`src/rtl/fifo_rr_arbiter_pkg.sv`:
```
// Shared header and package for the round-robin FIFO arbiter: flit width, requester count,
// pointer width, FSM state type and the saturating-counter helper (used when ARB_STATS_EN is defined).
`ifndef SIZE
`define SIZE 8
`endif
`ifndef ARB_N
`define ARB_N 4
`endif
`ifndef ARB_PTR_W
`define ARB_PTR_W 2
`endif

package fifo_rr_arbiter_pkg;

    localparam int ARB_SIZE      = `SIZE;
    localparam int ARB_N_DEF     = `ARB_N;
    localparam int ARB_PTR_W_DEF = `ARB_PTR_W;
    localparam int STAT_W        = 16;

    typedef enum logic [0:0] {
        ST_EMPTY = 1'b0,
        ST_FULL  = 1'b1
    } arb_state_e;

    // Increment that sticks at all-ones instead of wrapping back to zero.
    function automatic logic [STAT_W-1:0] sat_inc16(input logic [STAT_W-1:0] value);
        logic [STAT_W-1:0] result;
        if (value == 16'hFFFF) begin
            result = value;
        end else begin
            result = value + 16'd1;
        end
        return result;
    endfunction

endpackage

```
`src/rtl/fifo_rr_arbiter_rr_priority_pick.sv`:
```
// Combinational round-robin pick: rotates the request vector so the search begins just after
// the last winner, finds the first set bit, then maps it back to an absolute index modulo N.
module rr_priority_pick #(
    parameter int N     = 4,
    parameter int PTR_W = 2
) (
    input  logic [N-1:0]     req,
    input  logic [PTR_W-1:0] last,
    output logic [N-1:0]     gnt_onehot,
    output logic [PTR_W-1:0] gnt_idx,
    output logic             any
);

    logic [PTR_W:0]   w_start;
    logic [N-1:0]     w_rot;
    logic [PTR_W:0]   w_off;
    logic             w_found;
    logic [PTR_W+1:0] w_sum;

    // Search start is last+1 modulo N; out-of-range pointers restart at requester 0.
    always_comb begin
        if ({1'b0, last} >= (PTR_W+1)'(N-1)) begin
            w_start = {(PTR_W+1){1'b0}};
        end else begin
            w_start = {1'b0, last} + {{PTR_W{1'b0}}, 1'b1};
        end
    end

    // Double-width rotate so the requester at w_start lands on bit 0.
    always_comb begin
        w_rot = N'({req, req} >> w_start);
    end

    // Lowest set bit of the rotated vector is the offset of the winner from w_start.
    always_comb begin
        w_off   = {(PTR_W+1){1'b0}};
        w_found = 1'b0;
        for (int i = 0; i < N; i++) begin
            if (!w_found && w_rot[i]) begin
                w_off   = (PTR_W+1)'(i);
                w_found = 1'b1;
            end else begin
                w_found = w_found;
            end
        end
    end

    // Undo the rotation with a modulo-N add, never modulo 2^PTR_W.
    always_comb begin
        w_sum = {1'b0, w_start} + {1'b0, w_off};
        if (w_sum >= (PTR_W+2)'(N)) begin
            w_sum = w_sum - (PTR_W+2)'(N);
        end else begin
            w_sum = w_sum;
        end
        gnt_idx = w_sum[PTR_W-1:0];
        any     = |req;
        if (any) begin
            gnt_onehot = {{(N-1){1'b0}}, 1'b1} << gnt_idx;
        end else begin
            gnt_onehot = {N{1'b0}};
        end
    end

endmodule

```
`src/rtl/fifo_rr_arbiter.sv`:
```
// Round-robin scheduler sharing one output channel among N flit FIFOs through a single-entry
// valid/ready output register. Define ARB_STATS_EN to add per-requester saturating grant counters.
module fifo_rr_arbiter
    import fifo_rr_arbiter_pkg::*;
#(
    parameter int N     = ARB_N_DEF,
    parameter int PTR_W = ARB_PTR_W_DEF,
    parameter int SIZE  = ARB_SIZE
) (
    input  logic                clk,
    input  logic                reset,
    input  logic                i_enable,
    input  logic [N-1:0]        i_fifo_empty,
    input  logic [N*SIZE-1:0]   i_fifo_item,
    output logic [N-1:0]        o_fifo_read,
    output logic                o_out_valid,
    output logic [SIZE-1:0]     o_out_data,
    input  logic                i_out_ready,
    output logic [PTR_W-1:0]    o_grant_id
`ifdef ARB_STATS_EN
    ,
    output logic [N*STAT_W-1:0] o_grant_count
`endif
);

    arb_state_e       r_state;
    arb_state_e       w_state_nxt;
    logic [PTR_W-1:0] r_last;
    logic [SIZE-1:0]  r_out_data;
    logic [PTR_W-1:0] r_grant_id;

    logic [N-1:0]     w_req;
    logic [N-1:0]     w_gnt_onehot;
    logic [PTR_W-1:0] w_gnt_idx;
    logic             w_any;
    logic             w_slot_free;
    logic             w_grant;
    logic [SIZE-1:0]  w_item;

    assign w_req = ~i_fifo_empty;

    rr_priority_pick #(
        .N     (N),
        .PTR_W (PTR_W)
    ) u_pick (
        .req        (w_req),
        .last       (r_last),
        .gnt_onehot (w_gnt_onehot),
        .gnt_idx    (w_gnt_idx),
        .any        (w_any)
    );

    // Grant qualification; reset is folded in so no FIFO is popped while it is held.
    always_comb begin
        w_slot_free = (r_state == ST_EMPTY) | i_out_ready;
        w_grant     = i_enable & w_slot_free & w_any & ~reset;
        if (w_grant) begin
            o_fifo_read = w_gnt_onehot;
        end else begin
            o_fifo_read = {N{1'b0}};
        end
    end

    // Head-flit mux for the winning FIFO.
    always_comb begin
        w_item = {SIZE{1'b0}};
        for (int i = 0; i < N; i++) begin
            if (w_gnt_idx == PTR_W'(i)) begin
                w_item = i_fifo_item[i*SIZE +: SIZE];
            end else begin
                w_item = w_item;
            end
        end
    end

    // Next-state logic: a grant always refills; an accepted flit with no refill empties the slot.
    always_comb begin
        w_state_nxt = r_state;
        case (r_state)
            ST_EMPTY: begin
                if (w_grant) begin
                    w_state_nxt = ST_FULL;
                end else begin
                    w_state_nxt = ST_EMPTY;
                end
            end
            ST_FULL: begin
                if (w_grant) begin
                    w_state_nxt = ST_FULL;
                end else if (i_out_ready) begin
                    w_state_nxt = ST_EMPTY;
                end else begin
                    w_state_nxt = ST_FULL;
                end
            end
            default: w_state_nxt = ST_EMPTY;
        endcase
    end

    // State register.
    always_ff @(posedge clk or posedge reset) begin
        if (reset) begin
            r_state <= ST_EMPTY;
        end else begin
            r_state <= w_state_nxt;
        end
    end

    // Output register and pointer; last starts at N-1 so requester 0 wins first.
    always_ff @(posedge clk or posedge reset) begin
        if (reset) begin
            r_out_data <= {SIZE{1'b0}};
            r_grant_id <= {PTR_W{1'b0}};
            r_last     <= PTR_W'(N-1);
        end else if (w_grant) begin
            r_out_data <= w_item;
            r_grant_id <= w_gnt_idx;
            r_last     <= w_gnt_idx;
        end else begin
            r_out_data <= r_out_data;
            r_grant_id <= r_grant_id;
            r_last     <= r_last;
        end
    end

    assign o_out_valid = (r_state == ST_FULL);
    assign o_out_data  = r_out_data;
    assign o_grant_id  = r_grant_id;

`ifdef ARB_STATS_EN
    for (genvar g = 0; g < N; g++) begin : g_stats
        logic [STAT_W-1:0] r_cnt;

        // Per-requester grant counter, saturating at all-ones.
        always_ff @(posedge clk or posedge reset) begin
            if (reset) begin
                r_cnt <= {STAT_W{1'b0}};
            end else if (o_fifo_read[g]) begin
                r_cnt <= sat_inc16(r_cnt);
            end else begin
                r_cnt <= r_cnt;
            end
        end

        assign o_grant_count[g*STAT_W +: STAT_W] = r_cnt;
    end
`endif

endmodule

```
`config.mk`:
```
export PLATFORM = sky130hd
export DESIGN_NAME = fifo_rr_arbiter
export DESIGN_NICKNAME = d
export VERILOG_FILES = /design/src/rtl/fifo_rr_arbiter_pkg.sv /design/src/rtl/fifo_rr_arbiter_rr_priority_pick.sv /design/src/rtl/fifo_rr_arbiter.sv
export SDC_FILE = /design/constraint.sdc
export NUM_CORES = 1
export LEC_CHECK = 0
export ABC_CLOCK_PERIOD_IN_PS = 8230
export BUFFER_PORTS_ARGS = -buffer_cell sky130_fd_sc_hd__buf_2
export CORE_UTILIZATION = 51
export DETAILED_ROUTE_END_ITERATION = 6
export PLACE_DENSITY = 0.85
export SKIP_CTS_REPAIR_TIMING = 1
export SYNTH_ARGS = -nofsm -noshare
export SYNTH_HDL_FRONTEND = slang
export SYNTH_SLANG_ARGS = --single-unit
```
`constraint.sdc`:
```
create_clock -name clk -period 8.23 [get_ports clk]
set_clock_uncertainty 0.15 [all_clocks]
set_input_delay 1.646 -clock clk [delete_from_list [all_inputs] [get_ports clk]]
set_output_delay 1.646 -clock clk [all_outputs]
set_load 0.005 [all_outputs]
```
# == Word level (Yosys, flattened, before mapping) ==
# Index checks and enable logic that the tools add are counted.
# classes
addsub,3
order_cmp,2
eq_ne,3
shifts,2
mux,18
bitwise_logic,7
reduce_logical,8
# ops
operator,n
$mux 8,4
$mux 4,2
$shr 8x3->4,1
$mux 1,7
$mux 2,3
$add 3x2->4,1
$eq 2x2->1 const B,2
$ge 4x3->1 const B,1
$not 4->4,1
$reduce_or 4->1,1
$shl 1x2->4 const A,1
$add 2x1->3 const B,1
$and 1x1->1,3
$logic_and 1x1->1,3
$logic_not 1->1,3
$mux 3,1
$eq 2x1->1 const B,1
$ge 2x2->1 const B,1
$logic_not 2->1,1
$not 1->1,2
$pmux 1 s2,1
$sub 2x1->2 const B,1
$or 1x1->1,1
# totals
regBits,13
inputBits,40
out_inout_bits,15

# == Depth between registers and ports, before layout ==
# depth
depth_word,21
mapped_depth,13
mapped_depth_nobuf,11

# == By module ==
# From an unflattened synthesis, not the netlist that was laid out.
# hier_totals
hier_cells,77
hier_area_um2,935.9
# by_module_without_submodules
mod,instances,cells_each,area_per_inst_um2,seq_area_each_um2
fifo_rr_arbiter,1,49,747.0,327.8
rr_priority_pick,1,28,188.9,0.0

# == Least setup slack after synthesis ==
# OpenSTA, ideal clock, no wires.
# synth_timing
path_type,input-to-output
startpoint,in i_fifo_empty[1]
endpoint,out o_fifo_read[2]
arrival_time_ns,3.104
required_ns,6.434
slack_ns,3.330
stages,9
cell_sequence,nand2b_1 -> o22ai_1 -> a21oi_1 -> a31oi_1 -> ha_1 -> buf_2 -> clkbuf_1 -> xnor2_1 -> nor3_1
# synth_via
elab_chain_cells,18
word_cells_on_any_way,24
cone_classes,add/sub (2); order compare (1); shift (2); mux (9); bitwise (3); reduce/logical (7)
# synth_lines
element,line,text
start: declaration,fifo_rr_arbiter.sv:13,"input logic [N-1:0] i_fifo_empty,"
$not 4->4 (*),fifo_rr_arbiter.sv:40,assign w_req = ~i_fifo_empty;
$shr 8x3->4,fifo_rr_arbiter_rr_priority_pick.sv:31,"w_rot = N'({req, req} >> w_start);"
$mux 1,fifo_rr_arbiter_rr_priority_pick.sv:39,if (!w_found && w_rot[i]) begin
$logic_not 1->1,fifo_rr_arbiter_rr_priority_pick.sv:39,
$logic_and 1x1->1,fifo_rr_arbiter_rr_priority_pick.sv:39,
$mux 1,fifo_rr_arbiter_rr_priority_pick.sv:39,
$logic_not 1->1,fifo_rr_arbiter_rr_priority_pick.sv:39,
$logic_and 1x1->1,fifo_rr_arbiter_rr_priority_pick.sv:39,
(+2 left out),-,
$logic_and 1x1->1,fifo_rr_arbiter_rr_priority_pick.sv:39,
$mux 2,fifo_rr_arbiter_rr_priority_pick.sv:39,
$add 3x2->4,fifo_rr_arbiter_rr_priority_pick.sv:50,"w_sum = {1'b0, w_start} + {1'b0, w_off};"
$ge 4x3->1 or $sub 2x1->2 (tied branches),"fifo_rr_arbiter_rr_priority_pick.sv:51, fifo_rr_arbiter_rr_priority_pick.sv:52",
$mux 2,fifo_rr_arbiter_rr_priority_pick.sv:51,if (w_sum >= (PTR_W+2)'(N)) begin
$shl 1x2->4,fifo_rr_arbiter_rr_priority_pick.sv:59,"gnt_onehot = {{(N-1){1'b0}}, 1'b1} << gnt_idx;"
$mux 4,fifo_rr_arbiter_rr_priority_pick.sv:58,if (any) begin
$mux 4 (*),fifo_rr_arbiter.sv:57,if (w_grant) begin
end: declaration,fifo_rr_arbiter.sv:15,"output logic [N-1:0] o_fifo_read,"
# Every way passes the cells marked *; elsewhere a longest branch is shown, timed or not.

# == Worst setup path after layout ==
# layout_timing
startpoint,in i_fifo_empty[3]
endpoint,out o_fifo_read[2]
# Same word-level chain as after synthesis.

==> results.json <==
{
  "vias": 1225,
  "end_kind": "output pin",
  "die_w_um": 52.0,
  "drive_gt1_share_pct": 39.8,
  "cpPeakStageDelay_ns": 0.87,
  "clk_path_buf_depth": 2,
  "r2r_cells": 10,
  "synth.area.top_cells": "mux2i_1, dfrtp_1, mux4_2",
  "overflow": 0,
  "post-route-drc-count": 0,
  "worstSetupStartpoint": "i_fifo_empty[3]",
  "period_minus_slack_ns": 5.67,
  "finalSetupViolCount": 0,
  "final_core_utilization_pct": 68.7,
  "crit_family": "adder cells",
  "cp.buffers_inverters": 3,
  "gp_congestion": 0.832,
  "hold-path-cell-count": 2,
  "io_buffer_count": 54,
  "crit_required_ns": 6.43,
  "synth.area.mux_share_pct": 33.7,
  "pin_count": 55,
  "drv_slew": 0,
  "cp_num_cells": 9,
  "relSlewSlack_pct": 33.7,
  "min_from": "o_grant_id[0]",
  "total_power_mw": 0.682,
  "clk_root_buffer_cell": "clkbuf_4",
  "route.final.wire_length_mm": 3.10,
  "cts_tree": "done",
  "start_util_pct": 56.0,
  "worstPathArrival_ns": 3.88,
  "yosysMostFrequentCell": "mux2i_1",
  "whs_ns": 0.334,
  "r2r-start": "r_last[0]",
  "min_path_type": "reg2reg",
  "ir_drop_mv": 0.319,
  "place_ws_ns": 2.57,
  "synthXorXnorAreaFrac_pct": 2.85,
  "core_sq_mm": 0.00228,
  "hpwl_mm": 2.41,
  "final_nets": 224,
  "fin_setup_tns_ns": 0,
  "grt.total_usage_pct": 25.5,
  "rows": 17,
  "clkLatencyLatePin_ns": 0.28,
  "synthSimpleGateAreaFrac_pct": 14.6,
  "route.detailed.vias_per_inst": 5.86,
  "grt_pass1_vias": 1202,
  "antenna_left": 0,
  "status": "completed",
  "htree_levels": 1,
  "fmax_ghz": 0.176,
  "antenna_found_initial": 0,
  "syn_inst": 132,
  "synthAdderAreaFrac_pct": 3.05,
  "synth.top_cells.by_count": "mux2i_1, nand2_1, dfrtp_1",
  "crit_fanout": 35,
  "ys_types": 42,
  "yosys.area.top_type": "mux2i_1",
  "syn_area_per_cell_sq_um": 9.65,
  "dr.pass1.iters": 4,
  "fin_ws_ns": 2.56,
  "cts_num_sinks": 13,
  "synth_seq_area_share_pct": 25.7,
  "drt-wirelength-per-cell_um": 14.8,
  "drt_iter0_markers": 15,
  "layout_worst_path_cycle_share_pct": 68.9,
  "synth_edf_count": 0,
  "synth_top_family_by_area": "multiplexers",
  "leakagePower_nw": 0.736,
  "die_h_um": 52.0,
  "insertedDiodeCount": 0,
  "ys_warn_count": 0,
  "area_delta_synth_final_pct": 22.8,
  "crit_chain": "buf_2, inv_1, nor2_1, o21ai_0, a31oi_1, ha_2, xnor2_1, nor3_1, buf_2",
  "ys_ff_latch": 13,
  "worstMarginPinSlew_ns": 0.995,
  "yosysTopAreaCellShare_pct": 22.0,
  "rsz0062_at_grt": "false",
  "grt_pass1_wl_mm": 5.17,
  "critPathSlowestCell": "ha_2",
  "synth_compound_area_share_pct": 16.0,
  "grt_max_degree": 36,
  "crit_top_cell": "buf_2",
  "final-hold-violation-count": 0,
  "synthArstFlopShare_pct": 100,
  "path_class": "in2out",
  "drv_cap": 0,
  "cts_made_buffers": 3,
  "power_density_mw_per_mm2": 436,
  "path_clk_slew_ns": 0.08,
  "syn_area_sq_mm": 0.00127,
  "die_area_sq_mm": 0.00270,
  "ys.flop_type": "dfrtp_1",
  "cp-start-kind": "input pin",
  "synth_fp_nets": 174
}
final cells by class:
type | count | area [sq um]
Multi-Input combinational cell | 108 | 897
Fill cell | 181 | 712
Sequential cell | 13 | 328
Timing Repair Buffer | 54 | 270
Tap cell | 28 | 35.0
Clock buffer | 4 | 26.3
Inverter | 2 | 7.51
routing by layer:
layer,global-route usage [%],wire [um],vias to the layer above
li1,-,-,600
met2,47.0,1640,41
met1,29.9,1290,582
met5,0,0,-
met3,5.85,149,2
met4,4.50,21,0
worst min-delay path, stage by stage (launching register included):
cell and delay [ns]:
dfrtp_1 0.34, nand2_1 0.05, nand2_1 0.06
cells by family after synthesis:
group,after synthesis
AND/OR/NAND/NOR,39
multiplexers,36
AO/OA/AOI/OAI,28
flip-flops,13
buffers and inverters,11
adder cells (fa/ha/maj),3
XOR/XNOR,2
cells in the final DEF (no fill, tap or decap), types with 2 or more instances in the layout:
master,count
a21oi_1,4
a211o_1,2
a221oi_1,2
o21ai_0,3
mux2i_1,28
clkbuf_4,3
o21ai_1,6
dfrtp_1,11
nor3_1,4
nand2_1,16
dfstp_2,2
a22o_1,2
buf_2,54
o211a_1,2
nor2_1,9
nand4_1,2
nand2b_1,2
mux4_2,5
registers in the layout (all words and copies together) (netlist names):
register / flops
o_out_data: 8
o_grant_id: 2
r_last: 2
o_out_valid: 1
power breakdown:
group	internal (mW)	leakage (nW)	total, mW	switching (mW)
Clock	0.0188	0.0150	0.0398	0.0210
Sequential	0.0966	0.155	0.116	0.0190
Combinational	0.262	0.566	0.527	0.265
Total	0.377	0.736	0.682	0.305
path summary, 6_finish.rpt:
path	endpoint	slack, ns
min	o_grant_id[0]	0.33
max	o_fifo_read[2]	2.56
min reg2reg	o_grant_id[0]	0.33
max in group asynchronous	r_last[1]	6.49
max reg2reg	o_out_data[7]	4.66
min in group asynchronous	o_out_data[4]	1.15
through the flow:
step                cell area, sq um  instances
floorplan                       1270        132
global placement                1540        205
detailed placement              1540        205
CTS                             1560        209
global route                    1560        209
finish                          1560        209
Note: power is estimated with default switching activity, not from simulation.
